[src/rtl/fibo_controller.sv]
// -----------------------------------------------------------------------------
// fibo_controller
//   Sequencer that drives a purely combinational ALU to compute the Fibonacci
//   number F(n). It owns the operand registers (A, B, CNT), the sticky wrap
//   flags, and the FSM. On every cycle it drives an opcode and operands to the
//   ALU, and it samples alu_out/alu_zero in that same cycle.
//
// Ports
//   clk        : system clock, rising edge
//   reset_n    : asynchronous active-low reset
//   start      : computation request, sampled only in IDLE
//   n          : Fibonacci index, captured when start is accepted
//   alu_out    : ALU result
//   alu_zero   : ALU zero flag
//   alu_in1    : ALU operand 1
//   alu_in2    : ALU operand 2
//   alu_opcode : ALU opcode
//   busy       : high in every state except IDLE
//   done       : one-cycle pulse while the result is valid
//   result     : F(n) mod 2^SIZE, held until the next run completes
//   overflow   : true F(n) did not fit in SIZE bits, held with result
// -----------------------------------------------------------------------------
module fibo_controller #(
    parameter int SIZE = 4
) (
    input  logic            clk,
    input  logic            reset_n,
    input  logic            start,
    input  logic [SIZE-1:0] n,
    input  logic [SIZE-1:0] alu_out,
    input  logic            alu_zero,
    output logic [SIZE-1:0] alu_in1,
    output logic [SIZE-1:0] alu_in2,
    output logic [SIZE-2:0] alu_opcode,
    output logic            busy,
    output logic            done,
    output logic [SIZE-1:0] result,
    output logic            overflow
);

    localparam logic [SIZE-2:0] OP_NOP   = 3'b000;
    localparam logic [SIZE-2:0] OP_ONE   = 3'b001;
    localparam logic [SIZE-2:0] OP_DEC   = 3'b011;
    localparam logic [SIZE-2:0] OP_PASS  = 3'b100;
    localparam logic [SIZE-2:0] OP_ADD   = 3'b110;

    typedef enum logic [2:0] {
        S_IDLE  = 3'd0,
        S_INIT  = 3'd1,
        S_CHECK = 3'd2,
        S_ADD   = 3'd3,
        S_DEC   = 3'd4,
        S_DONE  = 3'd5
    } state_t;

    state_t          state_q, state_d;
    logic [SIZE-1:0] a_q, a_d;
    logic [SIZE-1:0] b_q, b_d;
    logic [SIZE-1:0] cnt_q, cnt_d;
    logic            a_ovf_q, a_ovf_d;
    logic            b_ovf_q, b_ovf_d;
    logic [SIZE-1:0] result_q, result_d;
    logic            overflow_q, overflow_d;

    always_ff @(posedge clk or negedge reset_n) begin
        if (!reset_n) begin
            state_q    <= S_IDLE;
            a_q        <= '0;
            b_q        <= '0;
            cnt_q      <= '0;
            a_ovf_q    <= 1'b0;
            b_ovf_q    <= 1'b0;
            result_q   <= '0;
            overflow_q <= 1'b0;
        end else begin
            state_q    <= state_d;
            a_q        <= a_d;
            b_q        <= b_d;
            cnt_q      <= cnt_d;
            a_ovf_q    <= a_ovf_d;
            b_ovf_q    <= b_ovf_d;
            result_q   <= result_d;
            overflow_q <= overflow_d;
        end
    end

    always_comb begin
        state_d    = state_q;
        a_d        = a_q;
        b_d        = b_q;
        cnt_d      = cnt_q;
        a_ovf_d    = a_ovf_q;
        b_ovf_d    = b_ovf_q;
        result_d   = result_q;
        overflow_d = overflow_q;
        alu_opcode = OP_NOP;
        alu_in1    = '0;
        alu_in2    = '0;

        unique case (state_q)
            S_IDLE: begin
                if (start) begin
                    cnt_d   = n;
                    a_d     = '0;
                    b_d     = '0;
                    a_ovf_d = 1'b0;
                    b_ovf_d = 1'b0;
                    state_d = S_INIT;
                end
            end
            S_INIT: begin
                // The ALU produces the constant 1 here, seeding B = F(1).
                alu_opcode = OP_ONE;
                b_d        = alu_out;
                state_d    = S_CHECK;
            end
            S_CHECK: begin
                alu_opcode = OP_PASS;
                alu_in1    = cnt_q;
                if (alu_zero) begin
                    result_d   = a_q;
                    overflow_d = a_ovf_q;
                    state_d    = S_DONE;
                end else begin
                    state_d    = S_ADD;
                end
            end
            S_ADD: begin
                alu_opcode = OP_ADD;
                alu_in1    = a_q;
                alu_in2    = b_q;
                a_d        = b_q;
                a_ovf_d    = b_ovf_q;
                b_d        = alu_out;
                // A wrapped sum is smaller than either addend, which flags the carry-out.
                b_ovf_d    = b_ovf_q | (alu_out < b_q);
                state_d    = S_DEC;
            end
            S_DEC: begin
                // CNT is non-zero here, so the decrement never wraps.
                alu_opcode = OP_DEC;
                alu_in1    = cnt_q;
                cnt_d      = alu_out;
                state_d    = S_CHECK;
            end
            S_DONE: begin
                state_d = S_IDLE;
            end
            default: begin
                state_d = S_IDLE;
            end
        endcase
    end

    assign busy     = (state_q != S_IDLE);
    assign done     = (state_q == S_DONE);
    assign result   = result_q;
    assign overflow = overflow_q;

endmodule

[config.mk]
export PLATFORM = sky130hd
export DESIGN_NAME = fibo_controller
export DESIGN_NICKNAME = d
export VERILOG_FILES = /design/src/rtl/fibo_controller.sv
export SDC_FILE = /design/constraint.sdc
export NUM_CORES = 1
export LEC_CHECK = 0
export ABC_AREA = 1
export ABC_CLOCK_PERIOD_IN_PS = 2800
export CAP_MARGIN = 20
export CELL_PAD_IN_SITES_DETAIL_PLACEMENT = 1
export CELL_PAD_IN_SITES_GLOBAL_PLACEMENT = 1
export CORE_UTILIZATION = 37
export CTS_CLUSTER_SIZE = 24
export DETAILED_ROUTE_END_ITERATION = 10
export GPL_TIMING_DRIVEN = 0
export MAX_ROUTING_LAYER = met4
export PLACE_DENSITY = 0.89
export SLEW_MARGIN = 20
export SYNTH_ARGS = -nofsm -noshare
export SYNTH_HDL_FRONTEND = slang
export SYNTH_SLANG_ARGS = --single-unit
[constraint.sdc]
create_clock -name clk -period 2.8 [get_ports clk]
set_input_delay 0.56 -clock clk [delete_from_list [all_inputs] [get_ports clk]]
set_output_delay 0.56 -clock clk [all_outputs]
set_load 0.1 [all_outputs]
## Yosys cells after proc, flatten, opt, wreduce, memory -nomap -nowiden

Cells that the tools add are included.
W data, S select, Z words.

- Muxes and demuxes: 14
- Reductions and logical operators: 12
- Equal/unequal tests: 6
- Order comparisons: 1
- Bitwise gates (word level): 1

Operators with widths:

| cell | count |
|---|---|
| $pmux W4 S2 | 4 |
| $pmux W3 S4 | 2 |
| $mux W4 | 3 |
| $reduce_and A2 Y1 | 4 |
| $eq A3 B2 Y1 const B | 2 |
| $eq A3 B3 Y1 const B | 2 |
| $mux W3 | 2 |
| $reduce_bool A2 Y1 | 3 |
| $reduce_or A2 Y1 | 3 |
| $lt A4 B4 Y1 | 1 |
| $pmux W1 S2 | 2 |
| $eq A3 B1 Y1 const B | 1 |
| $logic_not A3 Y1 | 1 |
| $reduce_bool A3 Y1 | 1 |
| $ne A2 B2 Y1 const B | 1 |
| $mux W1 | 1 |
| $or A1 B1 Y1 | 1 |

- Register bits: 22
- Input bits: 12
- Logic and storage cells: 42
- Output and inout bits: 18

## Depth between registers and ports, before layout

- Depth after elaboration: 4
- Mapped depth: 7
- Mapped depth without buffers: 7

## Least setup slack after synthesis

No wires, ideal clock.

- Path type: reg-to-output
- From: register state_q[2]
- To: output port done
- Data arrival time: 2.644 ns
- Required time: 2.240 ns
- Setup slack: -0.404 ns
- Cell stages (with the launch flop): 3
- Path buffers: 0
- Cells stage by stage: dfrtp_1 -> inv_2 -> nor3_1

- Word-level cells in the longest chain between the ends: 1

Ends and longest elaborated chain:

| what | line | text |
|---|---|---|
| from (decl) | 56 | `state_t state_q, state_d;` |
| from (signal assigned) | 76 | `state_q <= state_d;` |
| $eq A3 B3 Y1 | 156 | `assign done = (state_q == S_DONE);` |
| to (decl) | 36 | `output logic done,` |

No other way between the ends.

## Final worst setup path

- From: register state_q[0]
- To: output port alu_in2[1]

- Word-level cells in the longest chain between the ends: 2

Ends and longest elaborated chain:

| what | line | text |
|---|---|---|
| $eq A3 B2 Y1 | 100 | `unique case (state_q)` |
| $mux W4 | 100 |  |
| to (decl) | 33 | `output logic [SIZE-1:0] alu_in2,` |

No other way between the ends.

==> metrics.txt <==
status finished, final reports clean; starting density of the core between 30% and 40%; M2 GR Usage a little over a third; total track usage a little over a fifth; post-layout util around half; Yosys top cell by area dfrtp_1; Fin. Hold Viols 0; Clock transition at path regs roughly 0.14 ns; Root Buffer clkbuf_4; TritonCTS clock tree yes; Rows 20; critical path, cell by cell inv_1 > nor2_4 > nand2_4 > inv_2 > nand2_1 > inv_1 > clkdlybuf4s15_2; Period minus WS final between 2 and 3 ns; RR Startpoint state_q[1]$_DFFE_PN0P_; postcts setup bufs 0; Ports 30; Top cell by count, worst path inv_1; R2R Setup Slk roughly 1.5 ns; Final HPWL DP ~2300 µm; delay-heaviest family, CP buffers and inverters; crit share post-route 93.8%; number of vias per cell ~4.7; sequential element share of the synthesized area 47.0%; worst reg2reg path depth 4; GPL Wtd Cong approximately 0.73; total number of yosys warnings 0; CTS buffer count 3; endpoint type of the worst setup path output port; unrepaired setup endpoints after global routing no; critical path arrival just over 2 ns; global route hottest layer met2; grt met3 use under 10%; area grow syn2layout 31.5%; Die H approximately 58 µm; Storage cell area 551 µm²; Reg-to-Reg End a_q[2]$_DFFE_PN0P_; Pre-Repair DR Iteration Count 4; Slowest cell on crit path clkdlybuf4s15_2; Buf/Inv on CP 4; met1 usage approximately a quarter; Starting DRT DRC Count 25; Max clock buf depth 2; max cap viols 0; Die ar. 3400 µm²; final net count 204; vias in the first global route 1122; htree depth 1; die width roughly 60 µm; Peak Freq 381 MHz; worst slew pin tran roughly 0.96 ns; largest net degree at the start of global routing 23; Port Buf Inserts 29; Hold Crit Class in2async; Post-CTS Hold Buffers 0; Yosys cell types 19; clock tree sinks 22; WL/cell 12.7 µm; final setup fails 0; core box area between 3000 and 4000 µm²; ranking of synthesized cells by area dfrtp_1, nand2_1, inv_1; post-detailed-routing wire length just under 3000 µm; top cell type's share of synthesized area a little under half; Mapped Area 1170 µm²; area of the multi-input gates ~500 µm²; first-pass GRT wire length 5130 µm; grt total ovfl 0; Clk Latency, worst-skew pair between 0.3 and 0.4 ns; Final ANT Viol Nets 0; critical path class reg2out; syn nets 170; routed via count ~1100; CP Max Fanout 10; Slew headroom approximately 36%; diodes inserted 0; Avg Inst Size Synth around 7.6 µm²; Slew Limit Fails 0; clk_skew 0.00907 ns; layout cell share with drive strength beyond 1 around 14%; Max stage delay on crit path about 0.55 ns; initial antenna violation count 0; DRC errors left 0; WP data required between 2 and 2.5 ns; number of synthesized register bits 22; Post-Synthesis Cells roughly 160; Filler cells roughly 380; crit path launch type flop
==> flip-flops by register name, summed over array words and instances, names as in the netlist <==
name,flops
b_ovf_q,1
result,4
overflow,1
b_q,4
cnt_q,4
state_q,3
a_ovf_q,1
a_q,4
==> cells by family (layout without fill, tap and decap cells) <==
kind of cell               Yosys count  in the layout  synth area share (%)
AOI/OAI and AO/OA                   21             21                  9.71
buffers and inverters               37             70                  11.8
and+or+nand+nor                     72             72                  28.3
adders and majority gates            3              3                  3.20
DFF                                 22             22                  47.0
==> worst reg2reg max path: cells and delay by family (launching register included) <==
kind	cells	cell delay [ns]
simple gates	3	0.63
compound gates	1	0.08
flops	1	0.54
==> how the worst max path moves through the flow <==
stage	slack (ns)	start	depth (start not counted)	endpoint
3_5_place_dp	-0.13	state_q[1]$_DFFE_PN0P_	6	alu_in1[2]
3_3_place_gp	-0.10	state_q[1]$_DFFE_PN0P_	6	alu_in1[3]
6_report	0.17	state_q[0]$_DFFE_PN0P_	7	alu_in2[1]
5_1_grt	0.02	state_q[1]$_DFFE_PN0P_	6	alu_in1[3]
4_1_cts	0.01	state_q[1]$_DFFE_PN0P_	4	alu_opcode[1]
2_1_floorplan	0.11	state_q[0]$_DFFE_PN0P_	4	alu_in1[0]
==> timing repair <==
action	in CTS	in global routing
pin swaps	0	0
resized for setup	29	12
setup endpoints to repair	13	6
==> synth_stat cells (all sizes together) <==
cell	instances
dfrtp	22
ha	3
nand3	6
nand2	54
o211ai	2
nand4	3
inv	37
nor2	8
nor3	1
o21ai	19
==> placed cells by master (no fill, tap or decap), drive strengths merged <==
cell,instances
nand2,54
inv,37
dfrtp,22
o21ai,19
clkdlybuf4s50,15
nor2,8
nand3,6
buf,5
clkbuf,5
clkdlybuf4s15,4
nand4,3
ha,3
dlygate4sd2,3
o211ai,2
nor3,1
bufinv,1
==> through the flow <==
stage / TNS (ns) / area, µm² / hold slack [ns] / std cells / worst slack [ns]
floorplan: 0 / 1180 / 0.264 / 155 / 0.111
global placement: -0.398 / 1520 / 0.460 / 228 / -0.104
detailed placement: -0.631 / 1520 / 0.469 / 228 / -0.134
CTS: 0 / 1580 / 0.501 / 232 / 0.0125
global route: 0 / 1540 / 0.214 / 232 / 0.0213
finish: 0 / 1540 / 0.182 / 232 / 0.173
==> per-layer routing <==
metal | vias to the layer above | routed length (µm)
met5 | - | 0
met4 | 0 | 67
met3 | 6 | 76
met1 | 519 | 1300
met2 | 26 | 1500
li1 | 541 | -
==> final cells by class <==
cell class / instances / area share (%)
clock inverters: 1 / 1.95
well taps: 44 / 3.57
multi-input cells: 96 / 31.7
repair buffers: 29 / 16.6
flip-flops and latches: 22 / 35.7
inverters: 37 / 9.01
clock buffers: 3 / 1.46
Power is left out: the tool's default activity adds up to more than one toggle a clock period on the data nets, which glitch-free logic cannot reach.
